**src/rtl/mdu_pkg.sv**
```systemverilog
// mdu_pkg: shared definitions for the multiply/divide unit and for the
// control unit's MFHI/MFLO stall logic.
//   mdu_op_e    : operation encodings carried on the Op input
//   mdu_state_e : FSM state encoding
//   MDU_WIDTH   : default operand / HI / LO width
//   MDU_CNT_W   : default iteration counter width (2**MDU_CNT_W == MDU_WIDTH)
//   MDU_LATENCY : cycles from Start to Done for an iterative operation
package mdu_pkg;

  localparam int MDU_WIDTH   = 32;
  localparam int MDU_CNT_W   = 5;
  localparam int MDU_LATENCY = MDU_WIDTH + 2;

  typedef enum logic [1:0] {
    OP_MULT  = 2'b00,
    OP_MULTU = 2'b01,
    OP_DIV   = 2'b10,
    OP_DIVU  = 2'b11
  } mdu_op_e;

  typedef enum logic [1:0] {
    IDLE = 2'b00,
    RUN  = 2'b01,
    FIX  = 2'b10
  } mdu_state_e;

endpackage

```
**src/rtl/mdu_iter_core.sv**
```systemverilog
// mdu_iter_core: iterative datapath of the multiply/divide unit.
// Holds the 2*WIDTH accumulator {acc_hi, acc_lo}, the second operand and the
// iteration counter, and performs one shift-add (multiply, LSB first) or one
// restoring shift-subtract (divide, MSB first) per enabled cycle.
// Ports:
//   CLK, RST   clock, asynchronous active-high reset
//   load       clear accumulator high half, load opa into the low half,
//              latch opb, clear counter
//   step       perform one iteration
//   is_div     1 = divide step, 0 = multiply step
//   opa        multiplier / dividend magnitude
//   opb        multiplicand / divisor magnitude
//   acc_hi     product high word / partial remainder
//   acc_lo     product low word / quotient
//   last       counter is at its final iteration (WIDTH-1)
module mdu_iter_core #(
  parameter int WIDTH = 32,
  parameter int CNT_W = 5
) (
  input  logic             CLK,
  input  logic             RST,
  input  logic             load,
  input  logic             step,
  input  logic             is_div,
  input  logic [WIDTH-1:0] opa,
  input  logic [WIDTH-1:0] opb,
  output logic [WIDTH-1:0] acc_hi,
  output logic [WIDTH-1:0] acc_lo,
  output logic             last
);

  logic [WIDTH-1:0] hi_q, lo_q, b_q;
  logic [CNT_W-1:0] cnt_q;
  logic [WIDTH:0]   mul_sum, rem_sh, div_diff;
  logic [WIDTH-1:0] hi_nx, lo_nx;

  always_comb begin
    // Multiply: add the multiplicand when the current multiplier bit is set,
    // then shift the whole 2*WIDTH+1 result right by one.
    mul_sum  = {1'b0, hi_q} + (lo_q[0] ? {1'b0, b_q} : '0);
    // Divide: shift the next dividend bit into the remainder; the extra top
    // bit of the difference acts as the borrow (1 = restore).
    rem_sh   = {hi_q, lo_q[WIDTH-1]};
    div_diff = rem_sh - {1'b0, b_q};
    hi_nx    = mul_sum[WIDTH:1];
    lo_nx    = {mul_sum[0], lo_q[WIDTH-1:1]};
    if (is_div) begin
      hi_nx = div_diff[WIDTH] ? rem_sh[WIDTH-1:0] : div_diff[WIDTH-1:0];
      lo_nx = {lo_q[WIDTH-2:0], ~div_diff[WIDTH]};
    end
  end

  always_ff @(posedge CLK or posedge RST) begin
    if (RST) begin
      hi_q  <= '0;
      lo_q  <= '0;
      b_q   <= '0;
      cnt_q <= '0;
    end else if (load) begin
      hi_q  <= '0;
      lo_q  <= opa;
      b_q   <= opb;
      cnt_q <= '0;
    end else if (step) begin
      hi_q  <= hi_nx;
      lo_q  <= lo_nx;
      cnt_q <= cnt_q + 1'b1;
    end
  end

  assign acc_hi = hi_q;
  assign acc_lo = lo_q;
  assign last   = (cnt_q == CNT_W'(WIDTH - 1));

endmodule

```
**src/rtl/mul_div_unit.sv**
```systemverilog
// mul_div_unit: multi-cycle MULT/MULTU/DIV/DIVU unit producing HI/LO, plus
// MTHI/MTLO writes, with a Busy/Done handshake for MFHI/MFLO stalling.
// Optional build macro: MDU_FAST_MUL_EN -- multiplies use a single-cycle
// full multiplier and skip RUN (Done in cycle 2); divides stay iterative.
// Ports:
//   CLK, RST      clock, asynchronous active-high reset
//   Start, Op     operation request (sampled only in IDLE) and opcode
//   SrcA, SrcB    multiplicand/dividend, multiplier/divisor
//   WEHi, WELo,WD MTHI/MTLO write enables and data (IDLE only)
//   HI, LO        result registers
//   Busy          operation in progress
//   Done          one-cycle pulse, new HI/LO valid
//
// state | meaning
// IDLE  | waiting for Start; MTHI/MTLO writes accepted
// RUN   | one iteration per cycle in mdu_iter_core
// FIX   | apply result signs, write HI/LO on the closing edge
module mul_div_unit
  import mdu_pkg::*;
#(
  parameter int WIDTH = MDU_WIDTH,
  parameter int CNT_W = MDU_CNT_W
) (
  input  logic             CLK,
  input  logic             RST,
  input  logic             Start,
  input  logic [1:0]       Op,
  input  logic [WIDTH-1:0] SrcA,
  input  logic [WIDTH-1:0] SrcB,
  input  logic             WEHi,
  input  logic             WELo,
  input  logic [WIDTH-1:0] WD,
  output logic [WIDTH-1:0] HI,
  output logic [WIDTH-1:0] LO,
  output logic             Busy,
  output logic             Done
);

  mdu_state_e state_q;
  mdu_op_e    op_q;
  logic       sa_q, sb_q, div0_q;

  logic             op_signed, start_ok, div0_in, is_div;
  logic [WIDTH-1:0] mag_a, mag_b, core_a;
  logic [WIDTH-1:0] acc_hi, acc_lo;
  logic             core_last;

  logic [2*WIDTH-1:0] prod_mag, prod_res;
  logic [WIDTH-1:0]   quo_res, rem_res, hi_res, lo_res;

  always_comb begin
    op_signed = (Op == OP_MULT) || (Op == OP_DIV);
    start_ok  = Start && (state_q == IDLE);
    div0_in   = Op[1] && (SrcB == '0);
    mag_a     = (op_signed && SrcA[WIDTH-1]) ? -SrcA : SrcA;
    mag_b     = (op_signed && SrcB[WIDTH-1]) ? -SrcB : SrcB;
    // On divide-by-zero the raw dividend is parked in the accumulator low
    // half so FIX can return it untouched as HI.
    core_a    = div0_in ? SrcA : mag_a;
    is_div    = (op_q == OP_DIV) || (op_q == OP_DIVU);
  end

  mdu_iter_core #(
    .WIDTH (WIDTH),
    .CNT_W (CNT_W)
  ) u_core (
    .CLK    (CLK),
    .RST    (RST),
    .load   (start_ok),
    .step   (state_q == RUN),
    .is_div (is_div),
    .opa    (core_a),
    .opb    (mag_b),
    .acc_hi (acc_hi),
    .acc_lo (acc_lo),
    .last   (core_last)
  );

`ifdef MDU_FAST_MUL_EN
  logic [WIDTH-1:0] fast_a_q, fast_b_q;

  always_ff @(posedge CLK or posedge RST) begin
    if (RST) begin
      fast_a_q <= '0;
      fast_b_q <= '0;
    end else if (start_ok) begin
      fast_a_q <= mag_a;
      fast_b_q <= mag_b;
    end
  end

  assign prod_mag = {{WIDTH{1'b0}}, fast_a_q} * {{WIDTH{1'b0}}, fast_b_q};
`else
  assign prod_mag = {acc_hi, acc_lo};
`endif

  always_comb begin
    prod_res = (sa_q ^ sb_q) ? -prod_mag : prod_mag;
    quo_res  = (sa_q ^ sb_q) ? -acc_lo : acc_lo;
    // Remainder follows the dividend's sign.
    rem_res  = sa_q ? -acc_hi : acc_hi;
    if (div0_q) begin
      hi_res = acc_lo;
      lo_res = '1;
    end else if (is_div) begin
      hi_res = rem_res;
      lo_res = quo_res;
    end else begin
      hi_res = prod_res[2*WIDTH-1:WIDTH];
      lo_res = prod_res[WIDTH-1:0];
    end
  end

  always_ff @(posedge CLK or posedge RST) begin
    if (RST) begin
      state_q <= IDLE;
      op_q    <= OP_MULT;
      sa_q    <= 1'b0;
      sb_q    <= 1'b0;
      div0_q  <= 1'b0;
      HI      <= '0;
      LO      <= '0;
      Done    <= 1'b0;
    end else begin
      Done <= 1'b0;
      case (state_q)
        IDLE: begin
          if (WEHi) HI <= WD;
          if (WELo) LO <= WD;
          if (Start) begin
            op_q   <= mdu_op_e'(Op);
            sa_q   <= op_signed & SrcA[WIDTH-1];
            sb_q   <= op_signed & SrcB[WIDTH-1];
            div0_q <= div0_in;
            if (div0_in) state_q <= FIX;
`ifdef MDU_FAST_MUL_EN
            else if (!Op[1]) state_q <= FIX;
`endif
            else state_q <= RUN;
          end
        end
        RUN: begin
          if (core_last) state_q <= FIX;
        end
        FIX: begin
          HI      <= hi_res;
          LO      <= lo_res;
          Done    <= 1'b1;
          state_q <= IDLE;
        end
        default: state_q <= IDLE;
      endcase
    end
  end

  assign Busy = (state_q != IDLE);

endmodule

```
**config.mk**
```make
export PLATFORM = sky130hd
export DESIGN_NAME = mul_div_unit
export DESIGN_NICKNAME = d
export VERILOG_FILES = /design/src/rtl/mdu_pkg.sv /design/src/rtl/mdu_iter_core.sv /design/src/rtl/mul_div_unit.sv
export SDC_FILE = /design/constraint.sdc
export NUM_CORES = 1
export LEC_CHECK = 0
export ABC_CLOCK_PERIOD_IN_PS = 13500
export BUFFER_PORTS_ARGS = -buffer_cell sky130_fd_sc_hd__buf_2
export CAP_MARGIN = 20
export CORE_ASPECT_RATIO = 1.75
export CORE_MARGIN = 2
export CORE_UTILIZATION = 39
export DETAILED_ROUTE_END_ITERATION = 10
export HOLD_SLACK_MARGIN = 0.1
export PLACE_DENSITY = 0.56
export SLEW_MARGIN = 10
export SYNTH_ARGS = -nofsm -noshare
export SYNTH_HDL_FRONTEND = slang
export SYNTH_SLANG_ARGS = --single-unit
```
**constraint.sdc**
```tcl
create_clock -name CLK -period 13.5 [get_ports CLK]
set_input_delay 1.35 -clock CLK [delete_from_list [all_inputs] [get_ports CLK]]
set_output_delay 1.35 -clock CLK [all_outputs]
set_load 0.05 [all_outputs]
```
After elaboration in Yosys (flattened, before gate mapping)
Index checks and enable logic that the tools add are counted.
- add/subtract/negate cells: 8
- multipliers: 0
- divide/modulo/power cells: 0
- magnitude comparators: 0
- equal/unequal tests: 10
- shift operators: 0
- mux-type cells: 29
- bitwise gates (word level): 4
- reduce and logical (&&, ||, !) cells: 16
- operators with widths (cell ; count):
    2-to-1 mux 32 bit ; 19
    negation 32 bit ; 4
    case mux 32 bit (2 select lines) ; 2
    2-to-1 mux 64 bit ; 1
    negation 64 bit ; 1
    adder 32 x 33 -> 33 bit ; 1
    subtractor 33 x 32 -> 33 bit ; 1
    logical NOT 32 bit ; 1
    2-to-1 mux 5 bit ; 2
    equality test 2 bit (second input constant) ; 4
    != test 2 bit (second input constant) ; 4
    AND reduction 2 bit ; 4
    2-to-1 mux 2 bit ; 3
    nonzero test 2 bit ; 3
    adder 5 x 1 -> 5 bit (second input constant) ; 1
    equality test 5 bit (second input constant) ; 1
    logical AND 1 bit ; 4
    logical NOT 2 bit ; 2
    case mux 2 bit (2 select lines) ; 1
    bitwise AND 1 bit ; 2
    equality test 2 x 1 -> 1 bit (second input constant) ; 1
    logical OR 1 bit ; 2
    2-to-1 mux 1 bit ; 1
    inverter 1 bit ; 1
    XOR 1 bit ; 1
- register bits after elaboration: 173
- bits in latches: 0
- memory bits (writable): 0
- memory bits (read-only): 0
- output and inout port bits: 66
- logic and storage cells: 79
- memories kept: 0

Depth between registers and ports, before layout
- word-level depth: 6
- gate-level depth with buffers: 15

Cells and area by module
A second synthesis with hierarchy kept.
- cell total of the unflattened synthesis: 1886
- area total of the unflattened synthesis: 15050.7 µm²
- modules (own cells, without submodules) (module ; times used ; cells each ; area each (µm²) ; sequential area each (µm²)):
    mdu_iter_core ; 1 ; 1048 ; 8539.4 ; 2527.4
    mul_div_unit ; 1 ; 838 ; 6511.2 ; 1776.7

Worst setup path after synthesis
No wires, ideal clock.
- path type: input-to-reg
- start point: in SrcB[6]
- end point: reg u_core.lo_q[17] (netlist: u_core.acc_lo[17])
- library setup time: 0.133 ns
- data arrival time: 3.506 ns
- data required time: 13.367 ns
- slack: 9.861 ns
- stages on the path: 12
- buffers on the path: 3
- cells stage by stage: or4_1 -> nor3_1 -> nand4_1 -> nor2_1 -> and4b_1 -> buf_2 -> nor2_1 -> clkbuf_1 -> buf_2 -> o41ai_1 -> xor2_1 -> o21ai_0
- longest elaborated chain between the ends: 4
- RTL lines (item ; RTL line ; source):
    start, declared ; mul_div_unit.sv:29 ; input logic [WIDTH-1:0] SrcB,
    logical NOT 32 bit ; mul_div_unit.sv:54 ; div0_in = Op[1] && (SrcB == '0);
    logical AND 1 bit ; mul_div_unit.sv:54 ;
    2-to-1 mux 32 bit ; mul_div_unit.sv:59 ; core_a = div0_in ? SrcA : mag_a;
    2-to-1 mux 32 bit ; mdu_iter_core.sv:59 ; end else if (load) begin
    end signal, assigned ; mdu_iter_core.sv:61 ; lo_q <= opa;
    end signal, assigned ; mdu_iter_core.sv:66 ; lo_q <= lo_nx;
    end, declared ; mdu_iter_core.sv:32 ; logic [WIDTH-1:0] hi_q, lo_q, b_q;
Every way passes these cells.
A chain may end at the register's enable or synchronous reset.

Worst setup path in the final report
- start point: reg u_core.lo_q[31] (netlist: u_core.acc_lo[31])
- end point: reg u_core.hi_q[24] (netlist: u_core.acc_hi[24])
- longest elaborated chain between the ends: 5
- RTL lines (item ; RTL line ; source):
    subtractor 33 x 32 -> 33 bit ; mdu_iter_core.sv:44 ; div_diff = rem_sh - {1'b0, b_q};
    2-to-1 mux 32 bit ; mdu_iter_core.sv:48 ; hi_nx = div_diff[WIDTH] ? rem_sh[WIDTH-1:0] : div_diff[WIDTH-1:0];
    2-to-1 mux 32 bit ; mdu_iter_core.sv:47 ; if (is_div) begin
    2-to-1 mux 32 bit ; mdu_iter_core.sv:64 ; end else if (step) begin
    2-to-1 mux 32 bit ; mdu_iter_core.sv:59 ;
    end signal, assigned ; mdu_iter_core.sv:65 ; hi_q <= hi_nx;
    end, declared ; mdu_iter_core.sv:32 ;
Every way passes these cells. The select of a mux whose other input is x is not followed.

==> impl_metrics.tcl <==
set metrics [dict create \
    drtIter0Drc 982 \
    drive_above_1_share_pct 13.1 \
    hold_ws_ns 0.473 \
    worstPathArrival_ns 4.96 \
    drc 0 \
    num_vias 14900 \
    reg2reg_to "u_core.acc_hi[24]" \
    wl_um 58300 \
    critical_path_required_ns 13.90 \
    worst_pin_slew_ns 0.960 \
    grt_pass1_vias 15300 \
    diodes 0 \
    synth_seq_area_share_pct 29.3 \
    portBuffers 168 \
    slew_violations 0 \
    gp_congestion 0.981 \
    cts_root_buf "clkbuf_16" \
    drt-pass1-iter-count 6 \
    cts_tree "yes" \
    chipWidth_um 151 \
    finalCritPeriodShare_pct 33.8 \
    ys_types 77 \
    synth_nets 2057 \
    power_per_cell_area_mw_per_mm2 321 \
    nFillCells 3845 \
    syn_area_per_cell_sq_um 7.81 \
    dp_hpwl_um 46300 \
    reg2regPathDepth 13 \
    fp.dieArea_sq_mm 0.0393 \
    rows 94 \
    setup_tns_ns 0 \
    pin_count 169 \
    layout_min_cycle_time_ns 4.56 \
    vias_per_cell 6.05 \
    post_cts_resized 0 \
    cp-endpoint "u_core.acc_hi[24]" \
    slowest_stage "dfrtp_1" \
    relSlewSlack_pct 35.8 \
    cts_buffers 17 \
    synthArstFlopShare_pct 100 \
    cts_sinks 172 \
    skew_ns 0.0142 \
    cap_viol_max_count 0 \
    fmax_mhz 219 \
    pre_cts_slack_ns 8.74 \
    areaGrowthSynthToFinish_pct 12.8 \
    setup_viol 0 \
    die_h_um 261 \
    rsz0062_at_grt "false" \
    r2r-start "u_core.acc_lo[31]" \
    status "finished clean" \
    mostFrequentLayoutCell "nand2_1" \
    grt_antenna_before_repair 0 \
    ant_nets 0 \
    track_usage_pct 29.8 \
    hold_path.class "reg2reg" \
    ys_warn_count 0 \
    startpoint_type "flip-flop" \
    layout.nets 2143 \
    h-tree-depth 4 \
    critical-path-max-stage-delay_ns 0.62 \
    irDropWorstVdd_uv 142 \
    synth_edf_count 0 \
    synth_area_sq_mm 0.0147 \
    clkLatencyLatePin_ns 0.46 \
    crit_type "reg2reg" \
    postCtsSetupRepairBufs 0 \
    syn-instance-count 1882 \
    start_util_pct 39.3 \
    hold_viol_final 0 \
    grt-ovfl-total 0 \
    cts_buffer_depth 2 \
    startpoint "u_core.acc_lo[31]" \
    grt_max_degree 71 \
    layout_common_cells "nand2_1, o21ai_0, dfrtp_1" \
    path_clk_slew_ns 0.07 \
    ys_seq_elements 172 \
    critPathMaxFanout 29 \
    hold_buffers 0 \
    leakage_nw 7.21 \
    wl_per_cell_um 23.7 \
    crit_path_end_kind "flip-flop" \
    totalPowerFinal_mw 5.32 \
    grt_pass1_wl_um 87800 \
    core-area_sq_mm 0.0374 \
    crit_chain "inv_1 > ha_1 > fa_1 > nand2b_1 > a21oi_1 > o211ai_1 > nand3_1 > a31oi_1 > xor2_4 > buf_4 > nand2_1 > o21ai_0 > a221o_1" \
    setup_slack_ns 8.94 \
    r2r_slack_ns 8.94 \
    synth-main-ff-cell "dfrtp_1" \
]
-- final cells by class --
| cell class | instances | area (sq um) | area share, % |
|---|---|---|---|
| multi-input cells | 1516 | 9700 | 58.5 |
| repair buffers | 196 | 1100 | 6.63 |
| clock buffers | 20 | 467 | 2.82 |
| flip-flops and latches | 172 | 4310 | 26.0 |
| inverters | 65 | 249 | 1.50 |
| well taps | 480 | 601 | 3.62 |
| clock inverters | 12 | 158 | 0.951 |
-- cell usage after synthesis, types with 15 or more instances --
cell type / n / area (sq um)
xnor2_1: 84 / 736
nand2_1: 217 / 815
ha_1: 70 / 876
o211ai_1: 47 / 353
dfrtp_1: 172 / 4300
clkbuf_1: 107 / 402
a21o_1: 28 / 210
o31ai_1: 23 / 173
a222oi_1: 15 / 150
o21ai_0: 212 / 1060
o41ai_1: 15 / 131
nor2_1: 150 / 563
nand4_1: 15 / 93.8
nand3_1: 24 / 120
nor4_1: 18 / 113
nor3_1: 55 / 275
xor2_1: 86 / 753
o22ai_1: 39 / 244
nor2b_1: 17 / 106
nand2b_1: 30 / 188
a211oi_1: 16 / 120
a31oi_1: 21 / 131
a21oi_1: 120 / 601
mux2i_1: 40 / 400
inv_1: 63 / 236
-- worst min path at each step --
| stage | start | end | slack, ns | cells past startpoint |
|---|---|---|---|---|
| after global placement | LO[1] | LO[1] | 0.46 | 2 |
| after floorplan | u_core.cnt_q[3] | u_core.cnt_q[3] | 0.45 | 1 |
| final | LO[15] | LO[15] | 0.47 | 2 |
| after CTS | LO[25] | LO[25] | 0.48 | 2 |
| after global routing | LO[15] | LO[15] | 0.51 | 2 |
| after detailed placement | LO[15] | LO[15] | 0.47 | 2 |
-- sequential cells by signal, summed over array words and instances, names as in the netlist --
register,count
sb_q,1
Done,1
sa_q,1
u_core.acc_hi,32
u_core.cnt_q,5
HI,32
op_q,1
div0_q,1
LO,32
state_q,2
u_core.acc_lo,32
u_core.b_q,32
-- metrics by stage --
stage               instance area, sq um  std cells  utilization [%]
finish                             16600       2461             44.3
floorplan                          14700       1882                -
global route                       16600       2461             44.3
CTS                                16500       2459             44.2
global placement                   15900       2425             42.4
detailed placement                 15900       2427             42.5
-- metal layers --
metal	vias up	wire (um)	GRT usage [%]
met5	-	0	0
met4	0	6260	27.6
met3	233	2420	3.65
met2	540	30700	55.4
met1	7115	19000	27.4
li1	7010	-	-
-- logic make-up (layout without fill, tap and decap cells) --
kind of cell / Yosys count / after routing / synth area share [%]
XOR/XNOR: 170 / 170 / 10.1
buffers and inverters: 194 / 293 / 5.13
multiplexers: 41 / 41 / 2.80
flip-flops: 172 / 172 / 29.3
adder cells (fa/ha/maj): 72 / 72 / 6.23
AND/OR/NAND/NOR: 604 / 604 / 19.5
AO/OA/AOI/OAI: 629 / 629 / 27.0
-- power breakdown --
part | total (mW) | internal (mW) | switching, mW
Sequential | 1.19 | 0.767 | 0.420
Combinational | 3.60 | 1.29 | 2.31
Clock | 0.539 | 0.307 | 0.232
-- worst max-delay path: cells and delay by family (launching register included) --
family          cells  cell delay, ns
buf+inv             2            0.76
simple gates        3            0.40
flops               1            0.62
fa+ha+maj           2            0.72
compound gates      5            1.40
xor+xnor            1            0.60
Power figures use the tool's default switching activity.
